[src/rtl/posit_accum_window_collector.sv]
// Collects the final (eow) word of each sow..eow window from the posit accumulator, tags it with
// its element count and a NaR flag, and queues it in a first-word-fall-through FIFO.
module posit_accum_window_collector #(
    parameter int unsigned POSIT_WIDTH = 8,
    parameter int unsigned CNT_WIDTH   = 16,
    parameter int unsigned DEPTH       = 4
) (
    input  logic                     clk,
    input  logic                     rst_n,
    input  logic                     rts_i,
    input  logic                     sow_i,
    input  logic                     eow_i,
    input  logic [POSIT_WIDTH-1:0]   data_i,
    output logic                     rtr_o,
    output logic                     rts_o,
    output logic [POSIT_WIDTH-1:0]   data_o,
    output logic [CNT_WIDTH-1:0]     count_o,
    output logic                     nar_o,
    output logic [$clog2(DEPTH):0]   level_o,
    output logic                     err_o,
    input  logic                     rtr_i
);
    localparam int unsigned PTR_W = $clog2(DEPTH);
    localparam int unsigned LVL_W = PTR_W + 1;

    localparam logic [0:0] StIdle = 1'b0;
    localparam logic [0:0] StOpen = 1'b1;

    logic [0:0]             state_q, state_d;
    logic [CNT_WIDTH-1:0]   cnt_q, cnt_d, cnt_next;
    logic                   err_q, err_d;
    logic [PTR_W-1:0]       wr_ptr_q, wr_ptr_d, rd_ptr_q, rd_ptr_d;
    logic [LVL_W-1:0]       level_q, level_d;

    logic [POSIT_WIDTH-1:0] data_mem [DEPTH];
    logic [CNT_WIDTH-1:0]   cnt_mem  [DEPTH];
    logic                   nar_mem  [DEPTH];

    logic full, empty, xfer_in, xfer_out, framed, accept, push, nar_in;

    assign full     = (level_q == LVL_W'(DEPTH));
    assign empty    = (level_q == '0);
    assign rtr_o    = ~full;
    assign rts_o    = ~empty;
    assign xfer_in  = rts_i & rtr_o;
    assign xfer_out = rts_o & rtr_i;

    // A word belongs to a window only if it opens one or arrives while one is open.
    assign framed   = sow_i | (state_q == StOpen);
    assign accept   = xfer_in & framed;
    assign push     = accept & eow_i;
    assign nar_in   = (data_i == {1'b1, {(POSIT_WIDTH-1){1'b0}}});

    assign cnt_next = sow_i ? CNT_WIDTH'(1) :
                      ((&cnt_q) ? cnt_q : cnt_q + CNT_WIDTH'(1));

    always_comb begin
        state_d  = state_q;
        cnt_d    = cnt_q;
        err_d    = err_q;
        wr_ptr_d = wr_ptr_q;
        rd_ptr_d = rd_ptr_q;
        level_d  = level_q;
        if (accept) begin
            cnt_d   = cnt_next;
            state_d = eow_i ? StIdle : StOpen;
        end
        if (xfer_in & ~framed) err_d = 1'b1;
        if (xfer_in & sow_i & (state_q == StOpen)) err_d = 1'b1;
        if (push) wr_ptr_d = wr_ptr_q + PTR_W'(1);
        if (xfer_out) rd_ptr_d = rd_ptr_q + PTR_W'(1);
        if (push & ~xfer_out) level_d = level_q + LVL_W'(1);
        else if (~push & xfer_out) level_d = level_q - LVL_W'(1);
    end

    always_ff @(posedge clk or negedge rst_n) begin
        if (!rst_n) begin
            state_q  <= StIdle;
            cnt_q    <= '0;
            err_q    <= 1'b0;
            wr_ptr_q <= '0;
            rd_ptr_q <= '0;
            level_q  <= '0;
        end else begin
            state_q  <= state_d;
            cnt_q    <= cnt_d;
            err_q    <= err_d;
            wr_ptr_q <= wr_ptr_d;
            rd_ptr_q <= rd_ptr_d;
            level_q  <= level_d;
        end
    end

    // Storage needs no reset: the head is masked to zero whenever the FIFO is empty.
    always_ff @(posedge clk) begin
        if (push) begin
            data_mem[wr_ptr_q] <= data_i;
            cnt_mem[wr_ptr_q]  <= cnt_next;
            nar_mem[wr_ptr_q]  <= nar_in;
        end
    end

    assign data_o  = empty ? '0 : data_mem[rd_ptr_q];
    assign count_o = empty ? '0 : cnt_mem[rd_ptr_q];
    assign nar_o   = empty ? 1'b0 : nar_mem[rd_ptr_q];
    assign level_o = level_q;
    assign err_o   = err_q;

endmodule

[config.mk]
export PLATFORM = sky130hd
export DESIGN_NAME = posit_accum_window_collector
export DESIGN_NICKNAME = d
export VERILOG_FILES = /design/src/rtl/posit_accum_window_collector.sv
export SDC_FILE = /design/constraint.sdc
export NUM_CORES = 1
export LEC_CHECK = 0
export ABC_AREA = 1
export CELL_PAD_IN_SITES_DETAIL_PLACEMENT = 0
export CELL_PAD_IN_SITES_GLOBAL_PLACEMENT = 1
export CORE_ASPECT_RATIO = 0.6
export CORE_MARGIN = 2
export CORE_UTILIZATION = 48
export CTS_BUF_LIST = sky130_fd_sc_hd__clkbuf_8
export DETAILED_ROUTE_END_ITERATION = 16
export PLACE_DENSITY = 0.85
export SYNTH_ARGS = -nofsm -noshare
export SYNTH_HDL_FRONTEND = slang
export SYNTH_SLANG_ARGS = --single-unit
export TNS_END_PERCENT = 5
[constraint.sdc]
create_clock -name clk -period 3.2 [get_ports clk]
set_clock_uncertainty 0.15 [all_clocks]
set_input_delay 0.48 -clock clk [delete_from_list [all_inputs] [get_ports clk]]
set_output_delay 0.48 -clock clk [all_outputs]
set_load 0.05 [all_outputs]
==> results of run 1 <==
cell usage in the layout, fill, tap and decap left out, types with 2 or more instances in the layout:
master / synthesis / routed
nand2_1: 65 / 65
inv_1: 37 / 39
nand4_1: 6 / 6
and3_1: 4 / 4
xnor2_1: 4 / 4
inv_2: 4 / 4
nor2_2: 1 / 5
clkdlybuf4s50_1: 0 / 19
clkinv_4: 0 / 3
nand3_2: 4 / 4
xor2_1: 6 / 6
buf_4: 0 / 16
clkbuf_8: 0 / 17
clkinv_1: 1 / 4
nand3_1: 25 / 25
buf_12: 0 / 25
o21ai_0: 54 / 54
nand2_4: 2 / 2
o21ai_1: 5 / 5
nand2_2: 2 / 2
nor2_1: 127 / 123
dfrtp_1: 25 / 25
bufinv_16: 0 / 4
edfxtp_1: 100 / 100
clkinv_2: 0 / 3
ha_1: 6 / 6
a21oi_1: 29 / 29
metal layers:
| layer | GRT usage | part of all wire | up-vias |
|---|---|---|---|
| met5 | 0 | 0 | - |
| met4 | 0.05971 | 0.0080 | 0 |
| met3 | 0.05303 | 0.069 | 9 |
| met2 | 0.3121 | 0.45 | 137 |
| met1 | 0.3130 | 0.47 | 1901 |
| li1 | - | - | 1942 |
synthesized netlist by cell type:
cell	number	area, µm²
ha_1	6	75.07
a21oi_2	1	8.760
and3_1	4	25.02
and2_1	1	6.260
xor2_1	6	52.55
nor2_4	1	11.26
o21ai_1	5	25.02
or2_1	1	6.260
nand2_1	65	244.0
nand3b_1	1	7.510
mux2_2	1	11.26
dfrtp_1	25	625.6
a21oi_1	29	145.1
nor3_2	1	10.01
nor2_1	127	476.7
xnor2_1	4	35.03
fa_1	1	20.02
a31oi_1	1	6.260
clkbuf_1	17	63.81
nand2_4	2	22.52
nand4_1	6	37.54
nor2_2	1	6.260
nor2_8	1	20.02
inv_1	37	138.9
or4_1	1	7.510
nand2_2	2	12.51
o21a_1	1	7.510
o21ai_0	54	270.3
buf_6	1	11.26
nand3_2	4	40.04
o21bai_1	1	7.510
edfxtp_1	100	3003
inv_2	4	15.01
buf_2	7	35.03
nand3_1	25	125.1
clkinv_1	1	3.750
power groups by stage:
stage	clock, mW	combinational [mW]	sequential [mW]
2_1_floorplan	0	2.05	2.15
3_3_place_gp	0	3.75	2.11
3_5_place_dp	0	3.79	2.12
4_1_cts	1.45	3.80	2.09
5_1_grt	1.53	4.04	2.11
6_report	1.43	3.77	2.08
flip-flops by register name (all words and copies together), names as in the netlist:
name and count:
cnt_q 16, wr_ptr_q 2, data_mem 32, nar_mem 4, level_o 3, err_o 1
state_q 1, cnt_mem 64, rd_ptr_q 2
cells by family after synthesis:
family,Yosys count
compound gates,92
xor+xnor,10
fa+ha+maj,7
buf+inv,67
flops,125
mux,1
simple gates,243
cell type report:
cell class                      count  share of cell area
Clock buffer                       17             0.03366
Clock inverter                     15             0.02592
Inverter                           42             0.02268
Multi-Input combinational cell    353              0.2502
Sequential cell                   125              0.5221
Tap cell                          160             0.02880
Timing Repair Buffer               60              0.1167
worst paths after layout:
path	from	to	slack [ns]	cells after the start
worst max-delay path	rd_ptr_q[0]	count_o[5]	0.49	6
worst min-delay path	rst_n	cnt_q[2]	0.29	2
worst max register to register	level_o[0]	level_o[2]	0.91	12
worst min register to register	err_o	err_o	0.34	1
max in group asynchronous	rst_n	rd_ptr_q[1]	2.33	2
min in group clk	err_o	err_o	0.34	1
==> results.json, run 1 <==
{
  "status": "finished, final reports clean",
  "cts_buffers": 17,
  "synth_xor_area_frac": 0.01559,
  "setup_viol": 0,
  "slowest_stage": "dfrtp_1",
  "place_congestion": 0.8313,
  "clkTransAtPathRegs_ns": 0.08,
  "wl_um": 12310,
  "dieArea_um2": 12620,
  "max_slew.worst_pin.slew_ns": 0.4969,
  "fmax_mhz": 369.5,
  "drtIter0Drc": 347,
  "clock_power_share": 0.197,
  "finalCritPeriodShare": 0.8457,
  "drive_gt1_frac": 0.1471,
  "dp_slack_ns": 0.6273,
  "dp_cells": 740,
  "p_sw_frac": 0.4110,
  "maxCapViolCount": 0,
  "synth_cells": 545,
  "hold_viol_final": 0,
  "cp_cell_sequence": "buf_4 > nor2_1 > nor2_1 > o21ai_0 > a21oi_1 > buf_12",
  "drt_pre_antenna_iters": 5,
  "ir_worst_vdd_v": 0.0006413,
  "slew_violations": 0,
  "rsz0062_at_grt": "false",
  "fillCellCount": 911,
  "synth_adder_area_share": 0.01692,
  "crit_buf_inv": 2,
  "yosys-mux-area-fraction": 0.002004,
  "grt_max_degree": 34,
  "chipWidth_um": 143.7,
  "core_area_um2": 11370,
  "postCtsSetupBuffers": 0,
  "hpwl_um": 7792,
  "ctsLongestPathBuffers": 2,
  "ys.warnings.count": 0,
  "placed_area_um2": 6536,
  "power_switching_mw": 2.996,
  "worstPathRequired_ns": 2.57,
  "synth_top_family_by_area": "simple AND/OR/NAND/NOR gates",
  "power.total_mw": 7.291,
  "leakage_nw": 2.790,
  "path_class": "reg2out",
  "power_frac_comb": 0.517,
  "worstPathMaxFanout": 33,
  "internal-power_mw": 4.295,
  "min_period_ns": 2.706,
  "overflow": 0,
  "cts_hold_buf": 0,
  "utilization": 0.6111,
  "crit_arrival_ns": 2.08,
  "cpPeakStageDelay_ns": 0.42,
  "netlist_area_um2": 5619,
  "ant_nets": 0,
  "start_util": 0.4941,
  "h-tree-depth": 4,
  "wl_per_cell_um": 15.95,
  "clock_sinks": 125,
  "syn_nets": 566,
  "rows": 30,
  "first_global_vias": 3837,
  "syn_avg_cell_area_um2": 10.31,
  "hold_path_class": "in2async",
  "io_pins": 45,
  "relSlewSlack": 0.6677,
  "pwr-share-seq": 0.286,
  "drc": 0,
  "cts_root_buffer": "clkbuf_8",
  "io_buffers": 44,
  "synth_compound_area_frac": 0.08372,
  "fin_area_um2": 6950,
  "worst_hold_slack_ns": 0.2864,
  "multi_input_area_um2": 1739,
  "yosys.area_share.simple": 0.1884,
  "antenna_found_initial": 0,
  "ys_types": 36,
  "cts_tree": "yes",
  "cp_top_family": "buffers and inverters",
  "layout_setup_ws_ns": 0.4936,
  "final_nets": 620,
  "viasPerCell": 5.167,
  "p_per_area_nw_per_um2": 1049,
  "seq_area_um2": 3628,
  "syn2layout_area_growth_pct": 23.69,
  "tns_ns": 0,
  "vias": 3989,
  "worstSetupStartpointType": "flop",
  "ys_seq_area_frac": 0.6457,
  "grt_pass1_wl_um": 19750,
  "clock_latency_ns": 0.43,
  "stdcell_count": 772,
  "die_h_um": 87.81,
  "antenna_cells": 0,
  "grt_usage": 0.2111,
  "critPathCaptureType": "output pin",
  "synth_seq_cells": 125,
  "critical_path.most_common_cell": "nor2_1",
  "post_cts_resized": 0
}
(Power assumes the default switching activity.)
==> run 2, diff against run 1 <==
==> constraint.sdc (replaced) <==
create_clock -name clk -period 2.7 [get_ports clk]
set_clock_uncertainty 0.15 [all_clocks]
set_input_delay 0.405 -clock clk [delete_from_list [all_inputs] [get_ports clk]]
set_output_delay 0.405 -clock clk [all_outputs]
set_load 0.05 [all_outputs]
==> results.json, run 2 (same netlist as run 1, synthesis figures left out) <==
{
  "pwr-share-seq": 0.287,
  "rrSetupSlack_ns": 0.46,
  "start_util": 0.4941,
  "top_regs": "cnt_mem (64), data_mem (32), cnt_q (16)",
  "rows": 30,
  "fin_area_um2": 7008,
  "cts_buffers": 17,
  "post_cts_resized": 0,
  "final_nets": 620,
  "relSlewSlack": 0.6111,
  "io_pins": 45,
  "hold_viol_final": 0,
  "grt_usage": 0.2112,
  "p_per_area_nw_per_um2": 1231,
  "rsz0062_at_grt": "false",
  "r2r_start": "level_o[0]",
  "viasPerCell": 5.223,
  "status": "finished, final reports clean",
  "first_global_vias": 3868,
  "place_congestion": 0.8084,
  "reg2reg_to": "level_o[2]",
  "worstPathMaxFanout": 18,
  "clock_sinks": 125,
  "wl_um": 12410,
  "maxCapViolCount": 0,
  "dieArea_um2": 12620,
  "worstPathRequired_ns": 2.14,
  "critPathCaptureType": "output pin",
  "drt_pre_antenna_iters": 5,
  "reg2reg_depth": 12,
  "postCtsSetupBuffers": 0,
  "drtIter0Drc": 267,
  "syn2layout_area_growth_pct": 24.72,
  "worstSetupStartpointType": "flop",
  "internal-power_mw": 4.942,
  "p_sw_frac": 0.4271,
  "clock_latency_ns": 0.43,
  "leakage_nw": 2.778,
  "antenna_cells": 0,
  "vias": 4032,
  "chipWidth_um": 143.7,
  "layout_common_cells": "123 x nor2_1, 100 x edfxtp_1, 64 x nand2_1, 54 x o21ai_0, 37 x inv_1",
  "h-tree-depth": 4,
  "clock_power_share": 0.189,
  "antenna_found_initial": 0,
  "drc": 0,
  "cts_root_buffer": "clkbuf_8",
  "layout_commonest_cell": "nor2_1",
  "core_area_um2": 11370,
  "max_slew.worst_pin.slew_ns": 0.5827,
  "largest_reg_flops": 64,
  "fmax_mhz": 394.3,
  "setup_viol": 0,
  "die_h_um": 87.81,
  "power_frac_comb": 0.523,
  "power_switching_mw": 3.684,
  "min_period_ns": 2.536,
  "largest-register": "cnt_mem",
  "finalCritPeriodShare": 0.9393,
  "io_buffers": 44,
  "wl_per_cell_um": 16.07,
  "placed_area_um2": 6584,
  "tns_ns": 0,
  "drive_gt1_frac": 0.1699,
  "cts_hold_buf": 0,
  "hpwl_um": 7976,
  "cts_tree": "yes",
  "grt_max_degree": 29,
  "ctsLongestPathBuffers": 2,
  "path_class": "reg2out",
  "clkTransAtPathRegs_ns": 0.08,
  "grt_pass1_wl_um": 19770,
  "ant_nets": 0,
  "ir_worst_vdd_v": 0.0009435,
  "crit_arrival_ns": 1.98,
  "slew_violations": 0,
  "hold_path_class": "in2async",
  "overflow": 0
}
[run 2: per-layer routing]
metal	up-vias	part of all wire	global-route usage
met2	139	0.43	0.3147
met3	14	0.067	0.05030
li1	1945	-	-
met1	1934	0.49	0.3108
met5	-	0	0
met4	0	0.012	0.06506
[run 2: how the worst max path moves through the flow]
| stage | cells after the start | from | slack, ns | to |
|---|---|---|---|---|
| CTS | 6 | rd_ptr_q[1] | 0.08 | count_o[12] |
| global placement | 11 | sow_i | 0.23 | level_o[2] |
| detailed placement | 11 | sow_i | 0.18 | level_o[2] |
| global route | 6 | rd_ptr_q[0] | 0.03 | count_o[9] |
| floorplan | 11 | level_o[2] | 0.06 | level_o[2] |
| finish | 5 | rd_ptr_q[0] | 0.16 | count_o[15] |
[run 2: area by class of cell]
| class | count | area [µm²] |
|---|---|---|
| fillers | 940 | 4365 |
| flip-flops and latches | 125 | 3631 |
| multi-input cells | 353 | 1765 |
| repair buffers | 60 | 852.1 |
| clock buffers | 17 | 234.0 |
| well taps | 160 | 200.2 |
| clock inverters | 15 | 163.9 |
| inverters | 42 | 161.4 |
[run 2: critical path, stage by stage (launching register included)]
cell     delay, ns
dfrtp_1       0.42
inv_2         0.28
buf_4         0.24
o21ai_0       0.10
a21oi_1       0.32
buf_12        0.19
[run 2: metrics by stage]
stage          utilization  worst slack [ns]  power (mW)  hold WS (ns)  instances
2_1_floorplan            -           0.06048       5.005      -0.04059        545
3_3_place_gp        0.5789            0.2285       6.946        0.3144        740
3_5_place_dp        0.5789            0.1784       6.991        0.3326        740
4_1_cts             0.6139           0.07705       8.638        0.1964        772
5_1_grt             0.6162           0.02827       9.053        0.2075        772
6_report            0.6162            0.1640       8.626        0.2017        772
[run 2: power by group through the flow]
stage / clock (mW) / sequential [mW] / combinational (mW)
final: 1.63 / 2.48 / 4.51
after global routing: 1.75 / 2.50 / 4.80
after CTS: 1.66 / 2.48 / 4.50
after detailed placement: 0 / 2.52 / 4.47
after global placement: 0 / 2.50 / 4.44
after floorplan: 0 / 2.55 / 2.45
